### src/rtl/alu_ctl_md_pkg.sv
// alu_ctl_md_pkg: shared constants and types for the EX-stage ALU control
// decoder and the iterative multiply/divide sequencer.
//   - ALU_OP_*   : 2-bit ALU operation class driven by the main decoder
//   - ALU_CTL_*  : single-cycle ALU control codes (cast to CTL_W by users)
//   - md_op_e    : M-extension op, encoded exactly as its funct3
//   - md_state_e : sequencer FSM states
package alu_ctl_md_pkg;

    localparam logic [1:0] ALU_OP_ADD     = 2'd0;
    localparam logic [1:0] ALU_OP_SUB     = 2'd1;
    localparam logic [1:0] ALU_OP_U_TYPE  = 2'd2;
    localparam logic [1:0] ALU_OP_SPECIAL = 2'd3;

    localparam int ALU_CTL_ADD   = 0;
    localparam int ALU_CTL_SUB   = 1;
    localparam int ALU_CTL_AND   = 2;
    localparam int ALU_CTL_OR    = 3;
    localparam int ALU_CTL_SLT   = 4;
    localparam int ALU_CTL_U_EXT = 5;
    localparam int ALU_CTL_XOR   = 6;
    localparam int ALU_CTL_SLL   = 7;
    localparam int ALU_CTL_SRL   = 8;
    localparam int ALU_CTL_SRA   = 9;
    localparam int ALU_CTL_SLTU  = 10;

    localparam logic [6:0] F7_MULDIV = 7'b0000001;

    // Bit 2 set = divide family, bit 1 within divides selects remainder.
    typedef enum logic [2:0] {
        MD_MUL    = 3'd0,
        MD_MULH   = 3'd1,
        MD_MULHSU = 3'd2,
        MD_MULHU  = 3'd3,
        MD_DIV    = 3'd4,
        MD_DIVU   = 3'd5,
        MD_REM    = 3'd6,
        MD_REMU   = 3'd7
    } md_op_e;

    typedef enum logic [1:0] {
        ST_IDLE = 2'd0,
        ST_BUSY = 2'd1,
        ST_DONE = 2'd2
    } md_state_e;

    // Operation latched at start: op plus the sign to apply to the
    // product / quotient once the magnitude iteration is finished.
    typedef struct packed {
        md_op_e op;
        logic   neg;
    } md_ctl_t;

    function automatic logic md_rs1_signed(input md_op_e op);
        return op inside {MD_MUL, MD_MULH, MD_MULHSU, MD_DIV, MD_REM};
    endfunction

    function automatic logic md_rs2_signed(input md_op_e op);
        return op inside {MD_MUL, MD_MULH, MD_DIV, MD_REM};
    endfunction

endpackage

### src/rtl/alu_ctl_md_if.sv
// alu_ctl_md_if: EX-stage <-> ALU control / mul-div sequencer bundle.
//   master : pipeline side (drives decode fields, operands, valid/flush)
//   slave  : alu_ctl_md (drives ALU control, M-op status and result)
interface alu_ctl_md_if #(
    parameter int XLEN  = 32,
    parameter int CTL_W = 4
);
    logic [1:0]       i_alu_op;
    logic             i_op_imm;
    logic [2:0]       i_f3;
    logic [6:0]       i_f7;
    logic             i_valid;
    logic             i_flush;
    logic [XLEN-1:0]  i_rs1;
    logic [XLEN-1:0]  i_rs2;
    logic [CTL_W-1:0] o_alu_ctl;
    logic             o_is_md;
    logic             o_md_busy;
    logic             o_md_done;
    logic [XLEN-1:0]  o_md_result;
    logic             o_illegal;

    modport master (
        output i_alu_op, i_op_imm, i_f3, i_f7, i_valid, i_flush, i_rs1, i_rs2,
        input  o_alu_ctl, o_is_md, o_md_busy, o_md_done, o_md_result, o_illegal
    );

    modport slave (
        input  i_alu_op, i_op_imm, i_f3, i_f7, i_valid, i_flush, i_rs1, i_rs2,
        output o_alu_ctl, o_is_md, o_md_busy, o_md_done, o_md_result, o_illegal
    );
endinterface

### src/rtl/alu_ctl_md_muldiv_iter.sv
// alu_ctl_md_muldiv_iter: XLEN-step multiply/divide datapath.
// Holds the 2*XLEN accumulator, the iteration counter and the sign-corrected
// result register. Works on operand magnitudes; signs are applied on the
// final step.
//   clk, rst  : clock, synchronous active-high reset
//   start     : load operands/op, clear counter
//   step      : perform one iteration (counter increments)
//   op,rs1,rs2: operation and operands sampled on start
//   last      : counter is at XLEN-1 (current step is the final one)
//   result    : sign-corrected result, updated on the final step
// Macro MULDIV_DIV_EN: when undefined the restoring-divide path is absent.
module alu_ctl_md_muldiv_iter
    import alu_ctl_md_pkg::*;
#(
    parameter int XLEN = 32
) (
    input  logic            clk,
    input  logic            rst,
    input  logic            start,
    input  logic            step,
    input  md_op_e          op,
    input  logic [XLEN-1:0] rs1,
    input  logic [XLEN-1:0] rs2,
    output logic            last,
    output logic [XLEN-1:0] result
);
    localparam int CW = $clog2(XLEN);

    logic [CW-1:0]     cnt;
    logic [2*XLEN-1:0] acc, acc_nxt, mul_nxt, prod;
    logic [XLEN-1:0]   bmag, res_nxt;
    md_ctl_t           ctl;

    logic            a_neg, b_neg;
    logic [XLEN-1:0] a_mag, b_mag;
    logic [XLEN:0]   mul_sum;

    assign a_neg = md_rs1_signed(op) & rs1[XLEN-1];
    assign b_neg = md_rs2_signed(op) & rs2[XLEN-1];
    assign a_mag = a_neg ? -rs1 : rs1;
    assign b_mag = b_neg ? -rs2 : rs2;
    assign last  = (cnt == CW'(XLEN-1));

    // Shift-add: low half holds the remaining multiplier bits, high half
    // the partial product; each step consumes acc[0] and shifts right.
    assign mul_sum = {1'b0, acc[2*XLEN-1:XLEN]} + (acc[0] ? {1'b0, bmag} : '0);
    assign mul_nxt = {mul_sum, acc[XLEN-1:1]};

`ifdef MULDIV_DIV_EN
    // Restoring divide: high half = partial remainder, low half = dividend
    // bits shifting out while quotient bits shift in. The shifted remainder
    // needs one extra bit before the trial subtract.
    logic            rneg, b_zero;
    logic [XLEN-1:0] a_raw, q_fix, r_fix;
    logic [XLEN:0]   rem_sh, diff;
    logic            ge;
    logic [2*XLEN-1:0] div_nxt;

    assign rem_sh  = acc[2*XLEN-1:XLEN-1];
    assign diff    = rem_sh - {1'b0, bmag};
    assign ge      = (rem_sh >= {1'b0, bmag});
    assign div_nxt = {(ge ? diff[XLEN-1:0] : rem_sh[XLEN-1:0]), acc[XLEN-2:0], ge};
    assign acc_nxt = ctl.op[2] ? div_nxt : mul_nxt;
`else
    assign acc_nxt = mul_nxt;
`endif

    always_comb begin
        prod    = ctl.neg ? -acc_nxt : acc_nxt;
        res_nxt = (ctl.op == MD_MUL) ? prod[XLEN-1:0] : prod[2*XLEN-1:XLEN];
`ifdef MULDIV_DIV_EN
        q_fix = ctl.neg ? -acc_nxt[XLEN-1:0] : acc_nxt[XLEN-1:0];
        r_fix = rneg ? -acc_nxt[2*XLEN-1:XLEN] : acc_nxt[2*XLEN-1:XLEN];
        // Divide by zero: the magnitude loop already yields all-ones, but the
        // sign fix would disturb it, so force the architectural values.
        if (b_zero) begin
            q_fix = '1;
            r_fix = a_raw;
        end
        if (ctl.op[2]) res_nxt = ctl.op[1] ? r_fix : q_fix;
`endif
    end

    always_ff @(posedge clk) begin
        if (rst) begin
            cnt    <= '0;
            acc    <= '0;
            bmag   <= '0;
            ctl    <= '0;
            result <= '0;
`ifdef MULDIV_DIV_EN
            rneg   <= 1'b0;
            b_zero <= 1'b0;
            a_raw  <= '0;
`endif
        end else if (start) begin
            cnt  <= '0;
            acc  <= {{XLEN{1'b0}}, a_mag};
            bmag <= b_mag;
            ctl  <= '{op: op, neg: a_neg ^ b_neg};
`ifdef MULDIV_DIV_EN
            rneg   <= a_neg;
            b_zero <= (rs2 == '0);
            a_raw  <= rs1;
`endif
        end else if (step) begin
            cnt <= cnt + 1'b1;
            acc <= acc_nxt;
            if (last) result <= res_nxt;
        end
    end

endmodule

### src/rtl/alu_ctl_md.sv
// alu_ctl_md: EX-stage ALU control decode plus multi-cycle RV32M sequencer.
//   i_clk, i_rst : clock, synchronous active-high reset
//   bus (slave)  : decode fields, operands, valid/flush in;
//                  ALU control, M-op flag, busy/done handshake, result,
//                  illegal flag out
// Timing: an M op seen in IDLE raises o_md_busy the same cycle, spends XLEN
// cycles in BUSY and pulses o_md_done for one cycle in DONE.
// Macro MULDIV_DIV_EN: defined = all eight M ops; undefined = divide/rem
// ops decode as illegal and never start.
module alu_ctl_md
    import alu_ctl_md_pkg::*;
#(
    parameter int XLEN  = 32,
    parameter int CTL_W = 4
) (
    input logic          i_clk,
    input logic          i_rst,
    alu_ctl_md_if.slave  bus
);
    md_state_e state;
    logic      md_done;
    logic      is_md, illegal, start, step, last;
    logic [CTL_W-1:0] ctl_sel;

    assign is_md = (bus.i_alu_op == ALU_OP_SPECIAL) & !bus.i_op_imm & (bus.i_f7 == F7_MULDIV);

`ifdef MULDIV_DIV_EN
    assign illegal = 1'b0;
`else
    assign illegal = is_md & bus.i_f3[2];
`endif

    always_comb begin
        ctl_sel = CTL_W'(ALU_CTL_ADD);
        case (bus.i_alu_op)
            ALU_OP_ADD:    ctl_sel = CTL_W'(ALU_CTL_ADD);
            ALU_OP_SUB:    ctl_sel = CTL_W'(ALU_CTL_SUB);
            ALU_OP_U_TYPE: ctl_sel = CTL_W'(ALU_CTL_U_EXT);
            default: begin
                case (bus.i_f3)
                    // I-type has no SUB; its immediate bits must not select it.
                    3'b000: ctl_sel = (!bus.i_op_imm & bus.i_f7[5]) ? CTL_W'(ALU_CTL_SUB)
                                                                    : CTL_W'(ALU_CTL_ADD);
                    3'b001: ctl_sel = CTL_W'(ALU_CTL_SLL);
                    3'b010: ctl_sel = CTL_W'(ALU_CTL_SLT);
                    3'b011: ctl_sel = CTL_W'(ALU_CTL_SLTU);
                    3'b100: ctl_sel = CTL_W'(ALU_CTL_XOR);
                    3'b101: ctl_sel = bus.i_f7[5] ? CTL_W'(ALU_CTL_SRA) : CTL_W'(ALU_CTL_SRL);
                    3'b110: ctl_sel = CTL_W'(ALU_CTL_OR);
                    default: ctl_sel = CTL_W'(ALU_CTL_AND);
                endcase
            end
        endcase
        if (is_md) ctl_sel = CTL_W'(ALU_CTL_ADD);
    end

    assign start = (state == ST_IDLE) & bus.i_valid & is_md & !bus.i_flush & !illegal;
    assign step  = (state == ST_BUSY) & !bus.i_flush;

    always_ff @(posedge i_clk) begin
        if (i_rst) begin
            state   <= ST_IDLE;
            md_done <= 1'b0;
        end else begin
            md_done <= 1'b0;
            case (state)
                ST_IDLE: if (start) state <= ST_BUSY;
                ST_BUSY: begin
                    if (bus.i_flush) begin
                        state <= ST_IDLE;
                    end else if (last) begin
                        state   <= ST_DONE;
                        md_done <= 1'b1;
                    end
                end
                // Flush here is ignored: the pipeline simply drops the result.
                default: state <= ST_IDLE;
            endcase
        end
    end

    alu_ctl_md_muldiv_iter #(.XLEN(XLEN)) u_iter (
        .clk    (i_clk),
        .rst    (i_rst),
        .start  (start),
        .step   (step),
        .op     (md_op_e'(bus.i_f3)),
        .rs1    (bus.i_rs1),
        .rs2    (bus.i_rs2),
        .last   (last),
        .result (bus.o_md_result)
    );

    assign bus.o_alu_ctl = ctl_sel;
    assign bus.o_is_md   = is_md;
    assign bus.o_illegal = illegal;
    assign bus.o_md_done = md_done;
    // Same-cycle stall on arrival so the pipeline never advances past an M op.
    assign bus.o_md_busy = (state == ST_BUSY) |
                           ((state == ST_IDLE) & bus.i_valid & is_md & !illegal);

endmodule
### src/flat_wrapper.sv
// flat-port wrapper written by rule: the top's interface ports become plain ports
module alu_ctl_md_flat import alu_ctl_md_pkg::*;
#(
    parameter int XLEN  = 32,
    parameter int CTL_W = 4
)
  (i_clk, i_rst, bus_i_alu_op, bus_i_op_imm, bus_i_f3, bus_i_f7, bus_i_valid, bus_i_flush, bus_i_rs1, bus_i_rs2, bus_o_alu_ctl, bus_o_is_md, bus_o_md_busy, bus_o_md_done, bus_o_md_result, bus_o_illegal);
  alu_ctl_md_if #(.XLEN(XLEN), .CTL_W(CTL_W)) bus_i ();
  input logic i_clk;
  input logic i_rst;
  input wire logic [$bits(bus_i.i_alu_op)-1:0] bus_i_alu_op;
  input wire logic [$bits(bus_i.i_op_imm)-1:0] bus_i_op_imm;
  input wire logic [$bits(bus_i.i_f3)-1:0] bus_i_f3;
  input wire logic [$bits(bus_i.i_f7)-1:0] bus_i_f7;
  input wire logic [$bits(bus_i.i_valid)-1:0] bus_i_valid;
  input wire logic [$bits(bus_i.i_flush)-1:0] bus_i_flush;
  input wire logic [$bits(bus_i.i_rs1)-1:0] bus_i_rs1;
  input wire logic [$bits(bus_i.i_rs2)-1:0] bus_i_rs2;
  output wire logic [$bits(bus_i.o_alu_ctl)-1:0] bus_o_alu_ctl;
  output wire logic [$bits(bus_i.o_is_md)-1:0] bus_o_is_md;
  output wire logic [$bits(bus_i.o_md_busy)-1:0] bus_o_md_busy;
  output wire logic [$bits(bus_i.o_md_done)-1:0] bus_o_md_done;
  output wire logic [$bits(bus_i.o_md_result)-1:0] bus_o_md_result;
  output wire logic [$bits(bus_i.o_illegal)-1:0] bus_o_illegal;
  assign bus_i.i_alu_op = bus_i_alu_op;
  assign bus_i.i_op_imm = bus_i_op_imm;
  assign bus_i.i_f3 = bus_i_f3;
  assign bus_i.i_f7 = bus_i_f7;
  assign bus_i.i_valid = bus_i_valid;
  assign bus_i.i_flush = bus_i_flush;
  assign bus_i.i_rs1 = bus_i_rs1;
  assign bus_i.i_rs2 = bus_i_rs2;
  assign bus_o_alu_ctl = bus_i.o_alu_ctl;
  assign bus_o_is_md = bus_i.o_is_md;
  assign bus_o_md_busy = bus_i.o_md_busy;
  assign bus_o_md_done = bus_i.o_md_done;
  assign bus_o_md_result = bus_i.o_md_result;
  assign bus_o_illegal = bus_i.o_illegal;
  alu_ctl_md #(.XLEN(XLEN), .CTL_W(CTL_W)) u_core (.i_clk(i_clk), .i_rst(i_rst), .bus(bus_i));
endmodule
### config.mk
export PLATFORM = sky130hd
export DESIGN_NAME = alu_ctl_md_flat
export DESIGN_NICKNAME = d
export VERILOG_FILES = /design/src/rtl/alu_ctl_md_pkg.sv /design/src/rtl/alu_ctl_md_if.sv /design/src/rtl/alu_ctl_md_muldiv_iter.sv /design/src/rtl/alu_ctl_md.sv /design/src/flat_wrapper.sv
export SDC_FILE = /design/constraint.sdc
export NUM_CORES = 1
export LEC_CHECK = 0
export BUFFER_PORTS_ARGS = -buffer_cell sky130_fd_sc_hd__buf_2
export CORE_MARGIN = 1
export CORE_UTILIZATION = 45
export CTS_BUF_LIST = sky130_fd_sc_hd__clkbuf_8
export CTS_CLUSTER_SIZE = 40
export DETAILED_ROUTE_END_ITERATION = 12
export RECOVER_POWER = 100
export SYNTH_ARGS = -nofsm -noshare
export SYNTH_HDL_FRONTEND = slang
export SYNTH_SLANG_ARGS = --single-unit
### constraint.sdc
create_clock -name i_clk -period 4.3 [get_ports i_clk]
set_clock_uncertainty 0.05 [all_clocks]
set_input_delay 0.86 -clock i_clk [delete_from_list [all_inputs] [get_ports i_clk]]
set_output_delay 0.86 -clock i_clk [all_outputs]
set_load 0.05 [all_outputs]
Word level (Yosys, flattened, before mapping)

Index checks and enable logic that the tools add are counted.

Output and inout bits: 40
Logic and storage cells: 75
Input bits: 81
Flip-flop bits (word level): 140

Multiplexer cells: 17
Bitwise gates (word level): 16
Equal/unequal tests: 14
$add $sub $neg: 5
Reduce and logical (&&, ||, !) cells: 14

Operator list:

| kind                | number |
|---|---|
| $mux 32             | 6 |
| $mux 64             | 1 |
| $neg 32->32         | 2 |
| $neg 64->64         | 1 |
| $add 32x32->33      | 1 |
| $pmux 4 s7          | 1 |
| $and 1x1->1         | 12 |
| $pmux 4 s3          | 1 |
| $eq 3x3->1 const B  | 3 |
| $eq 7x1->1 const B  | 1 |
| $eq 3x2->1 const B  | 2 |
| $logic_not 3->1     | 2 |
| $mux 2              | 3 |
| $add 5x1->5 const B | 1 |
| $eq 5x5->1 const B  | 1 |
| $reduce_bool 5->1   | 1 |
| $eq 2x1->1 const B  | 2 |
| $eq 2x2->1 const B  | 2 |
| $logic_not 2->1     | 2 |
| $mux 4              | 1 |
| $pmux 2 s2          | 1 |
| $reduce_bool 4->1   | 1 |
| $eq 3x1->1 const B  | 1 |
| $logic_not 1->1     | 3 |
| other kinds (11)    | 14 |

Depth between registers and ports, before layout

Depth in word-level cells: 8
Mapped depth: 16
Depth with buffers taken out: 14

Modules after synthesis

Synthesis repeated with hierarchy kept, for this count alone.

Cell total of the unflattened synthesis: 1485
Area, all modules: 11228.3 µm²

Modules (own cells, without submodules):

| module                 | instances | cells each | area an instance (µm²) |
|---|---|---|---|
| alu_ctl_md_muldiv_iter | 1         | 1443       | 10851.7 |
| alu_ctl_md             | 1         | 42         | 376.6 |

Least setup slack after synthesis

No wires, ideal clock.

Path kind: input to register
Start point: in bus_i_f7[2]
End point: reg u_core.u_iter.acc[0]
Data arrival time: 5264 ps
Stages: 9
Required time: 4122 ps
Slack: -1142 ps
Path through: nor4_1 nand3b_1 nor4b_1 nand3b_1 a21oi_1 nand2b_1 clkbuf_1 a222oi_1 nor2_1

Word-level cells in the longest chain between the ends: 6
Elaborated cells between the ends (all ways): 9
Those cells by class: eq/ne (1); mux (1); bitwise (5); reduce/logical (2)

Ends and longest elaborated chain:

| item                                                  | RTL line                           | source |
|---|---|---|
| start: declaration                                    | flat_wrapper.sv:14                 | `input wire logic [$bits(bus_i.i_f7)-1:0] bus_i_f7;` |
| $eq 7x1->1 (*)                                        | alu_ctl_md.sv:25                   | `assign is_md = (bus.i_alu_op == ALU_OP_SPECIAL) & !bus.i_op_imm & (bus.i_f7 == F7_MULDIV);` |
| $and 1x1->1 (*)                                       | alu_ctl_md.sv:25                   |  |
| net bus_o_is_md                                       | flat_wrapper.sv:20                 | `output wire logic [$bits(bus_i.o_is_md)-1:0] bus_o_is_md;` |
| $and 1x1->1 (on tied branches)                        | alu_ctl_md.sv:57, alu_ctl_md.sv:30 |  |
| $and 1x1->1 / $logic_not 1->1 (equally long branches) | alu_ctl_md.sv:57                   | `assign start = (state == ST_IDLE) & bus.i_valid & is_md & !bus.i_flush & !illegal;` |
| $and 1x1->1 (*)                                       | alu_ctl_md.sv:57                   |  |
| $mux 32 / $reduce_bool 2->1 (equally long branches)   | --                                 |  |
| end signal: assignment                                | alu_ctl_md_muldiv_iter.sv:98       | `acc <= {{XLEN{1'b0}}, a_mag};` |
| end signal: assignment                                | alu_ctl_md_muldiv_iter.sv:108      | `acc <= acc_nxt;` |
| end: declaration                                      | alu_ctl_md_muldiv_iter.sv:30       | `logic [2*XLEN-1:0] acc, acc_nxt, mul_nxt, prod;` |

Mark *: on every way through the listed nets, which the timed path passes. The rest lies on a longest branch.
A chain may end at the register's enable or synchronous reset.

Worst setup path in the final report

Start point: reg u_core.u_iter.acc[0]
End point: reg u_core.u_iter.result[28]

Word-level cells in the longest chain between the ends: 5

Ends and longest elaborated chain:

| item                   | RTL line                      | source |
|---|---|---|
| $mux 32 (*)            | alu_ctl_md_muldiv_iter.sv:46  | `assign mul_sum = {1'b0, acc[2*XLEN-1:XLEN]} + (acc[0] ? {1'b0, bmag} : '0);` |
| $add 32x32->33 (*)     | alu_ctl_md_muldiv_iter.sv:46  |  |
| $neg 64->64            | alu_ctl_md_muldiv_iter.sv:69  | `prod = ctl.neg ? -acc_nxt : acc_nxt;` |
| $mux 64 (*)            | alu_ctl_md_muldiv_iter.sv:69  |  |
| $mux 32 (*)            | alu_ctl_md_muldiv_iter.sv:70  | `res_nxt = (ctl.op == MD_MUL) ? prod[XLEN-1:0] : prod[2*XLEN-1:XLEN];` |
| end signal: assignment | alu_ctl_md_muldiv_iter.sv:109 | `if (last) result <= res_nxt;` |
| end: declaration       | alu_ctl_md_muldiv_iter.sv:25  | `output logic [XLEN-1:0] result` |

Every way passes the cells marked *; elsewhere a longest branch is shown, timed or not.

==> qor.yml <==
worstHoldPathType: "reg2reg"
post-dp-hpwl_microns: 24330
drc: 0
htree_levels: 4
vias: 10430
rrSetupSlack_ns: 0.25
synth-main-ff-cell: "dfxtp_1"
grt_max_degree: 95
synthCells: 1359
ys_types: 83
grt_first_pass_wirelength_microns: 51160
critical_path.max_fanout: 28
die_area_sq_um: 23440
drv_cap: 1
core_sq_um: 22090
period_minus_slack_ns: 4.051
synth_nets: 1480
die_y_microns: 153.1
end_kind: "register"
pin_count: 121
p_total_mw: 2.661
globalplace.congestion: 0.9109
hold_end: "u_core.u_iter.result[19]$_SDFFE_PP0P_"
outcome: "complete, but fails checks"
grt_overflow: 0
cts_buffers: 17
antennaDiodeCount: 0
relSlewSlack_pct: -16.01
violations: "capacitance limit, slew limit"
pwr_density_cell_nw_per_um2: 228.4
crit-reg2reg-launch: "u_core.u_iter.acc[0]$_SDFFE_PP0P_"
hold_ws_ns: 0.4064
fp.dieW_microns: 153.1
drive_above_1_share_pct: 12.96
crit_required_ns: 4.61
synth_top_area_cell: "dfxtp_1"
clk_pin_slew_ns: 0.09
clock_latency_ns: 0.46
port-buffer-count: 120
antenna_left: 0
fmax_ghz: 0.2469
nets: 1589
reg2reg_depth: 14
setup_viol: 0
cts.sinks: 140
slew_viol_final: 80
worstHoldPathCells: 2
clock_path_buffers: 2
hold_violations: 0
arrival_ns: 4.36
synth_top_area_share_pct: 27.27
hold_start: "u_core.u_iter.result[19]$_SDFFE_PP0P_"
p_leak_nw: 4.622
start_util_pct: 46.51
rows: 54
routed_wl_microns: 31970
setup_ws_ns: 0.2492
ys_ff_latch: 140
fin_crit_sh_pct: 94.20
rsz0062_at_grt: "no"
critPathKind: "reg2reg"
worst_r2r_endpoint: "u_core.u_iter.result[28]$_SDFFE_PP0P_"
mappedNetlistArea_sq_um: 10280
first_iter_violations: 797
cts_tree: "yes"
post_drt_via_cell_ratio: 5.924
grt_pass1_vias: 9488
irDropWorstVdd_mv: 0.1427
worst_pin_slew_ns: 1.740
setup_tns_ns: 0
instances_no_fill: 1761
synth_area_leaders: "dfxtp_1 (27%), a21oi_1 (6.0%), nand2_1 (6.0%)"
grtUsageTotal_pct: 27.42
cts_resized: 0
dpl.cell_count: 1729
synth-seq-area-share_pct: 27.27
nFillCells: 2259
avgRoutedWirePerCell_microns: 18.16
grt_antenna_before_repair: 0
pre_cts_ws_ns: 0.2660
synth_area_per_cell_sq_um: 7.562
drt-pass1-iter-count: 7
area_growth_pct: 13.37
synth-async-reset-ratio_pct: 0
synth_edf_count: 0
startpoint_type: "register"
yosysWarnings: 0
ctsRootBufferMaster: "clkbuf_8"
-- power by group --
part | leakage (nW) | switching, mW | internal (mW)
sequential | 1.13 | 0.000117 | 1.30
combinational | 3.29 | 0.146 | 0.0853
clock | 0.204 | 0.591 | 0.543
-- timing repair --
action / 4_1_cts / 5_1_grt
endpoints found under the setup margin: 0 / 2
buffers inserted: 0 / 0
hold buffers: 0 / 0
-- logic make-up (layout without fill, tap and decap cells) --
kind of cell / after synthesis / in the layout / share of synthesized area, %
flip-flops: 140 / 140 / 27.27
multiplexers: 5 / 5 / 0.4992
AO/OA/AOI/OAI: 408 / 408 / 26.82
XOR/XNOR: 134 / 134 / 11.49
AND/OR/NAND/NOR: 528 / 528 / 25.05
buffers and inverters: 104 / 226 / 3.921
adder cells (fa/ha/maj): 40 / 40 / 4.943
-- synth_stat cells (3+ instances only) --
| cell type | number |
|---|---|
| nand2_1 | 164 |
| nor2_1 | 162 |
| dfxtp_1 | 140 |
| a21oi_1 | 124 |
| o21ai_0 | 71 |
| clkbuf_1 | 70 |
| xnor2_1 | 69 |
| xor2_1 | 64 |
| ha_1 | 39 |
| and2_1 | 38 |
| a211oi_1 | 35 |
| nor3_1 | 33 |
| a222oi_1 | 30 |
| o31ai_1 | 27 |
| o211ai_1 | 24 |
| inv_1 | 21 |
| nand3_1 | 20 |
| nor4_1 | 17 |
| a31oi_1 | 16 |
| or4_1 | 15 |
| and3_1 | 13 |
| or3_1 | 12 |
| nand4_1 | 11 |
| o41ai_1 | 11 |
| a21o_1 | 9 |
| buf_2 | 7 |
| nand2b_1 | 7 |
| a311oi_1 | 6 |
| o21ai_1 | 6 |
| buf_1 | 5 |
| nand3b_1 | 5 |
| nor2b_1 | 5 |
| mux2i_1 | 4 |
| nor3_2 | 4 |
| nor3b_1 | 4 |
| a2111oi_0 | 3 |
| a221oi_1 | 3 |
| nor4b_1 | 3 |
| o21a_1 | 3 |
| o21bai_1 | 3 |
| o31a_1 | 3 |
| o32ai_1 | 3 |
| or2_2 | 3 |
-- state kept, by name, indices dropped and copies added, names as in the netlist --
register and flops:
u_core.u_iter.acc 64, u_core.u_iter.bmag 32, u_core.u_iter.result 32, u_core.u_iter.cnt 5, u_core.u_iter.ctl 4, u_core.state 2
u_core.bus.o_md_done 1
-- worst max-delay path by stage --
stage / start / endpoint / slack, ns / depth (start not counted)
3_5_place_dp: u_core.u_iter.acc[0]$_SDFFE_PP0P_ / u_core.u_iter.result[24]$_SDFFE_PP0P_ / 0.27 / 14
5_1_grt: u_core.u_iter.acc[0]$_SDFFE_PP0P_ / u_core.u_iter.result[24]$_SDFFE_PP0P_ / 0.002 / 14
3_3_place_gp: u_core.u_iter.acc[0]$_SDFFE_PP0P_ / u_core.u_iter.result[24]$_SDFFE_PP0P_ / 0.30 / 14
6_report: u_core.u_iter.acc[0]$_SDFFE_PP0P_ / u_core.u_iter.result[28]$_SDFFE_PP0P_ / 0.25 / 14
4_1_cts: u_core.u_iter.acc[0]$_SDFFE_PP0P_ / u_core.u_iter.result[24]$_SDFFE_PP0P_ / 0.23 / 14
2_1_floorplan: bus_i_f7[2] / u_core.u_iter.acc[0]$_SDFFE_PP0P_ / 0.21 / 9
-- cell type report --
class / instances / area (sq um) / share of cell area (%)
Clock buffer: 18 / 247.7 / 2.127
Clock inverter: 14 / 160.2 / 1.375
Inverter: 21 / 78.83 / 0.6766
Multi-Input combinational cell: 1115 / 7067 / 60.66
Sequential cell: 140 / 2804 / 24.07
Tap cell: 280 / 350.3 / 3.007
Timing Repair Buffer: 173 / 942.2 / 8.087
-- worst max-delay path, cell delays in order (launching register included) --
cell      delay, ns
dfxtp_1        0.44
buf_12         0.18
and2_0         0.16
ha_1           0.33
a21oi_1        0.29
o211ai_1       0.14
a221o_1        0.36
a21bo_2        0.23
a31oi_2        0.22
xnor2_1        0.21
or4_1          0.69
nor2_1         0.13
nand2_1        0.08
o31a_1         0.25
a22o_1         0.19
-- layout by cell type (no fill, tap or decap), types with 5 or more instances in the layout --
cell type,count
o31ai_1,27
nor2b_1,5
a21oi_1,124
ha_1,39
nand3_1,20
buf_4,45
o21ai_0,71
nor3_1,32
buf_2,79
o21ai_1,6
dfxtp_1,139
and3_1,13
nor2_1,162
clkbuf_8,18
or4_1,16
inv_1,22
nand2b_1,7
a211oi_1,35
xnor2_1,69
xor2_1,64
nor4_1,17
nor3_2,5
nand2_1,164
o211ai_1,24
o41ai_1,11
and2_1,36
or3_1,13
a21o_1,9
a311oi_1,6
nand3b_1,5
a222oi_1,30
clkbuf_1,43
a31oi_1,16
nand4_1,11
-- through the flow --
step,utilization [%],area [sq um]
final,52.73,11650
after global routing,52.73,11650
after CTS,53.26,11770
after detailed placement,51.41,11360
after global placement,51.41,11360
after floorplan,-,10290
-- layer usage --
metal / up-vias / wire [microns] / GRT usage [%] / part of all wire, %
met4: 0 / 468 / 7.071 / 1.5
met2: 327 / 13880 / 41.84 / 43
met1: 4877 / 15480 / 39.67 / 48
li1: 5200 / - / - / -
met5: - / 0 / 0 / 0
met3: 28 / 2134 / 4.593 / 6.7
Note: power is estimated with default switching activity, not from simulation.
